<file path="config.mk">
export PLATFORM = sky130hd
export DESIGN_NAME = im_load_controller
export DESIGN_NICKNAME = d
export VERILOG_FILES = /design/src/rtl/im_load_controller.sv
export SDC_FILE = /design/constraint.sdc
export NUM_CORES = 1
export LEC_CHECK = 0
export ABC_AREA = 1
export CORE_MARGIN = 3
export CORE_UTILIZATION = 38
export CTS_BUF_LIST = sky130_fd_sc_hd__clkbuf_8
export DETAILED_ROUTE_END_ITERATION = 16
export GPL_TIMING_DRIVEN = 0
export PLACE_DENSITY = 0.82
export SYNTH_ARGS = -nofsm -noshare
export SYNTH_HDL_FRONTEND = slang
export SYNTH_SLANG_ARGS = --single-unit
</file>
<file path="constraint.sdc">
create_clock -name clk -period 1.7 [get_ports clk]
set_input_delay 0.255 -clock clk [delete_from_list [all_inputs] [get_ports clk]]
set_output_delay 0.255 -clock clk [all_outputs]
set_load 0.005 [all_outputs]
</file>
<file path="src/rtl/im_load_controller.sv">
// rtl/im_load_controller.sv - byte-stream instruction memory loader with CPU fetch mux
module im_load_controller #(
  parameter int DEPTH  = 256,
  parameter int ADDR_W = 8
) (
  input  logic              clk,
  input  logic              rst,
  input  logic              load_start,
  input  logic [ADDR_W:0]   load_len,
  input  logic              load_byte_valid,
  input  logic [7:0]        load_byte,
  output logic              load_byte_ready,
  output logic              load_busy,
  output logic              load_done,
  input  logic [31:0]       cpu_pc,
  output logic [31:0]       cpu_instr,
  output logic              cpu_stall,
  output logic [31:0]       im_addr,
  output logic [31:0]       im_wdata,
  output logic              im_we,
  input  logic [31:0]       im_rdata
);

  localparam logic [1:0] IDLE  = 2'd0;
  localparam logic [1:0] RECV  = 2'd1;
  localparam logic [1:0] WRITE = 2'd2;
  localparam logic [1:0] DONE  = 2'd3;

  // Largest session length the memory can hold; longer requests are clamped.
  localparam logic [ADDR_W:0] MAX_LEN = (ADDR_W+1)'(DEPTH);
  localparam logic [ADDR_W:0] ONE     = (ADDR_W+1)'(1);

  logic [1:0]      state;
  logic [ADDR_W:0] len_q;
  logic [ADDR_W:0] word_cnt;
  logic [1:0]      byte_cnt;
  logic [31:0]     word_buf;

  logic            byte_hs;
  logic [ADDR_W:0] word_nxt;
  logic [ADDR_W:0] len_clamped;

  assign byte_hs     = (state == RECV) && load_byte_valid;
  assign word_nxt    = word_cnt + ONE;
  assign len_clamped = (load_len > MAX_LEN) ? MAX_LEN : load_len;

  // Session FSM, counters and big-endian word assembly.
  always_ff @(posedge clk or posedge rst) begin
    if (rst) begin
      state    <= IDLE;
      len_q    <= '0;
      word_cnt <= '0;
      byte_cnt <= 2'd0;
      word_buf <= 32'h0;
    end else begin
      case (state)
        IDLE: begin
          if (load_start) begin
            len_q    <= len_clamped;
            word_cnt <= '0;
            byte_cnt <= 2'd0;
            state    <= (len_clamped == '0) ? DONE : RECV;
          end
        end
        RECV: begin
          if (byte_hs) begin
            word_buf <= {word_buf[23:0], load_byte};
            if (byte_cnt == 2'd3) begin
              byte_cnt <= 2'd0;
              state    <= WRITE;
            end else begin
              byte_cnt <= byte_cnt + 2'd1;
            end
          end
        end
        WRITE: begin
          word_cnt <= word_nxt;
          state    <= (word_nxt == len_q) ? DONE : RECV;
        end
        DONE: begin
          state <= IDLE;
        end
        default: state <= IDLE;
      endcase
    end
  end

  // Status outputs and memory port mux: CPU owns the memory only while idle.
  always_comb begin
    load_byte_ready = (state == RECV);
    load_busy       = (state != IDLE);
    load_done       = (state == DONE);
    cpu_stall       = (state != IDLE);
    im_we           = (state == WRITE);
    im_wdata        = word_buf;
    if (state == IDLE) begin
      im_addr   = cpu_pc;
      cpu_instr = im_rdata;
    end else begin
      im_addr   = {{(32-ADDR_W){1'b0}}, word_cnt[ADDR_W-1:0]};
      cpu_instr = 32'h0000_0000;
    end
  end

endmodule

</file>
==> results.sh <==
export IMPL_path_cells="nor2_4 > inv_4 > buf_6 > buf_6 > buf_6 > nor2_4 > buf_6"
export IMPL_coreArea_um2=7486
export IMPL_final_cell_mix="116 x clkdlybuf4s50_1, 90 x inv_1, 68 x nand2_1"
export IMPL_path_max_fanout=6
export IMPL_critPathBufInv=5
export IMPL_nNetsFinal=721
export IMPL_dieWidth_um=95.08
export IMPL_total_power_mw=7.477
export IMPL_hold_buffers=0
export IMPL_ys_seq_area_share_pct=44.81
export IMPL_setup_slack_ns=-0.07525
export IMPL_endpoint_kind="output pin"
export IMPL_path_common_cell="buf_6"
export IMPL_setup_viol=18
export IMPL_async_reset_ff_share_pct=100.0
export IMPL_routed_via_count=3434
export IMPL_drt_first_iter_violations=116
export IMPL_hold_path_class="primary input to async pin"
export IMPL_cts_buffer_depth=2
export IMPL_synth_ff_type="dfrtp_1"
export IMPL_final_common_cell="clkdlybuf4s50_1"
export IMPL_synth_warnings=0
export IMPL_fin_skew_ns=0.009988
export IMPL_die_area_um2=9040
export IMPL_grt_pass1_vias=3374
export IMPL_ys_types=24
export IMPL_start_util_pct=40.28
export IMPL_cts_htree_levels=2
export IMPL_netlist_area_um2=3015
export IMPL_start_kind="register"
export IMPL_maxCapViolCount=0
export IMPL_tns_ns=-0.6923
export IMPL_max_slew_margin_pct=66.95
export IMPL_crit_arrival_ns=1.52
export IMPL_drive_above_1_share_pct=28.39
export IMPL_io_buffers=185
export IMPL_status="finished, violations left"
export IMPL_fmaxAchievable_ghz=0.5633
export IMPL_io_pins=186
export IMPL_fp_dieH_um=95.08
export IMPL_drc=0
export IMPL_rsz0062_at_grt="true"
export IMPL_hold_violations=0
export IMPL_worstMarginPinSlew_ns=0.4950
export IMPL_clock_latency_ns=0.30
export IMPL_grt_pass1_wl_um=15810
export IMPL_leakage_nw=2.735
export IMPL_cts_tree="yes"
export IMPL_slowest_delay_ns=0.44
export IMPL_violations="setup timing"
export IMPL_cts_sinks=54
export IMPL_grt_max_degree=33
export IMPL_cpLargestDelayFamily="buffers and inverters"
export IMPL_root_buffer="clkbuf_8"
export IMPL_wl_um=10150
export IMPL_grt_overflow_total=0
export IMPL_numCtsBuffers=5
export IMPL_track_usage_pct=22.19
export IMPL_synthCells=422
export IMPL_critPathSlowestCell="dfrtp_2"
export IMPL_ant_nets=0
export IMPL_rows=31
export IMPL_vias_per_cell=4.685
export IMPL_postSynthAreaPerCell_um2=7.145
export IMPL_synth_edff_count=0
export IMPL_dr_pass1_iters=4
export IMPL_insertedDiodeCount=0
export IMPL_criticalPathCategory="register to output pin"
export IMPL_place_gp_congestion=0.8638
export IMPL_powerDensity_nw_per_um2=1436
export IMPL_area_delta_synth_final_pct=72.66
export IMPL_post_route_period_util_pct=104.4
export IMPL_syn_nets=509
export IMPL_period_needed_ns=1.775
export IMPL_peakVddDrop_uv=725.2
export IMPL_antenna_found_initial=0
export IMPL_crit_required_ns=1.44
export IMPL_post_drt_wl_per_cell_um=13.85
export IMPL_clk_pin_slew_worst_paths_ns=0.10
export IMPL_dpl_hpwl_um=8022
export IMPL_ys_seq_elements=54
export IMPL_final_max_slew_viol_count=0
## cells in the mapped netlist (2+ instances only)
master | count | area (um^2)
a21oi_1 | 13 | 65.06
buf_2 | 2 | 10.01
buf_4 | 2 | 15.01
buf_6 | 3 | 33.78
clkbuf_1 | 7 | 26.28
dfrtp_1 | 54 | 1351
ha_1 | 2 | 25.02
inv_1 | 95 | 356.6
mux2_2 | 12 | 135.1
nand2_1 | 78 | 292.8
nand2_2 | 3 | 18.77
nand3_1 | 25 | 125.1
nand4_1 | 3 | 18.77
nor2_1 | 76 | 285.3
nor2_2 | 2 | 12.51
o21ai_0 | 32 | 160.2
o22ai_1 | 6 | 37.54
## path summary, 6_finish.rpt
kind	startpoint	to	slack [ns]	cells past startpoint
setup / recovery	state[1]$_DFFE_PP0P_	cpu_instr[20]	-0.08	7
hold / removal	rst	im_wdata[2]$_DFFE_PP0P_	0.29	2
setup reg to reg	state[0]$_DFFE_PP0P_	state[1]$_DFFE_PP0P_	0.08	11
hold reg to reg	im_wdata[25]$_DFFE_PP0P_	im_wdata[25]$_DFFE_PP0P_	0.49	2
max in group asynchronous	rst	state[1]$_DFFE_PP0P_	0.85	3
min in group clk	im_wdata[25]$_DFFE_PP0P_	im_wdata[25]$_DFFE_PP0P_	0.49	2
## state kept, by name, summed over array words and instances, names as in the netlist
name and count:
len_q 9, im_wdata 32, word_cnt 9, state 2, byte_cnt 2
## what timing repair did
item / CTS / global route
pin swaps: 3 / 3
setup buffers: 13 / 3
cloned: 2 / 1
gates resized for setup: 228 / 137
endpoints found under the hold margin: 0 / 0
setup endpoints to repair: 75 / 66
## kinds of logic after synthesis
group	Yosys count	share of synthesized area, %
buf+inv	111	14.94
mux	12	4.481
fa+ha+maj	2	0.8297
compound gates	52	8.963
flops	54	44.81
simple gates	191	25.98
## layer usage
| layer | share of wire [%] | up-vias | routed length (um) | GRT usage, % |
|---|---|---|---|---|
| li1 | - | 1706 | - | - |
| met1 | 37 | 1590 | 3706 | 25.99 |
| met2 | 55 | 123 | 5571 | 40.76 |
| met3 | 6.7 | 15 | 677 | 4.420 |
| met4 | 2.0 | 0 | 198 | 6.370 |
| met5 | 0 | - | 0 | 0 |
## power breakdown
group	leakage, nW	internal [mW]	total [mW]	switching (mW)
Sequential	0.665	1.82	2.18	0.361
Clock	0.0362	0.282	0.688	0.406
Combinational	2.03	2.50	4.61	2.11
Total	2.74	4.60	7.48	2.87
## through the flow
stage | utilization [%] | hold WS (ns) | instance area [um^2] | std cells | setup slack [ns]
floorplan | - | 0.3927 | 3015 | 422 | 0.1304
global placement | 66.67 | 0.4703 | 4991 | 706 | -0.8208
detailed placement | 66.94 | 0.4721 | 5011 | 707 | -0.5388
CTS | 68.31 | 0.3066 | 5114 | 729 | -0.1268
global route | 69.55 | 0.3372 | 5206 | 733 | -0.1413
finish | 69.55 | 0.2914 | 5206 | 733 | -0.07525
## final cells by class
class / instances / area, um^2
Inverter: 97 / 372.9
Fill cell: 630 / 2280
Clock buffer: 5 / 68.82
Buffer: 14 / 146.4
Multi-Input combinational cell: 257 / 1373
Timing Repair Buffer: 205 / 1754
Sequential cell: 54 / 1353
Clock inverter: 2 / 15.01
Tap cell: 99 / 123.9
No activity file was read; power rests on OpenSTA's default activity.
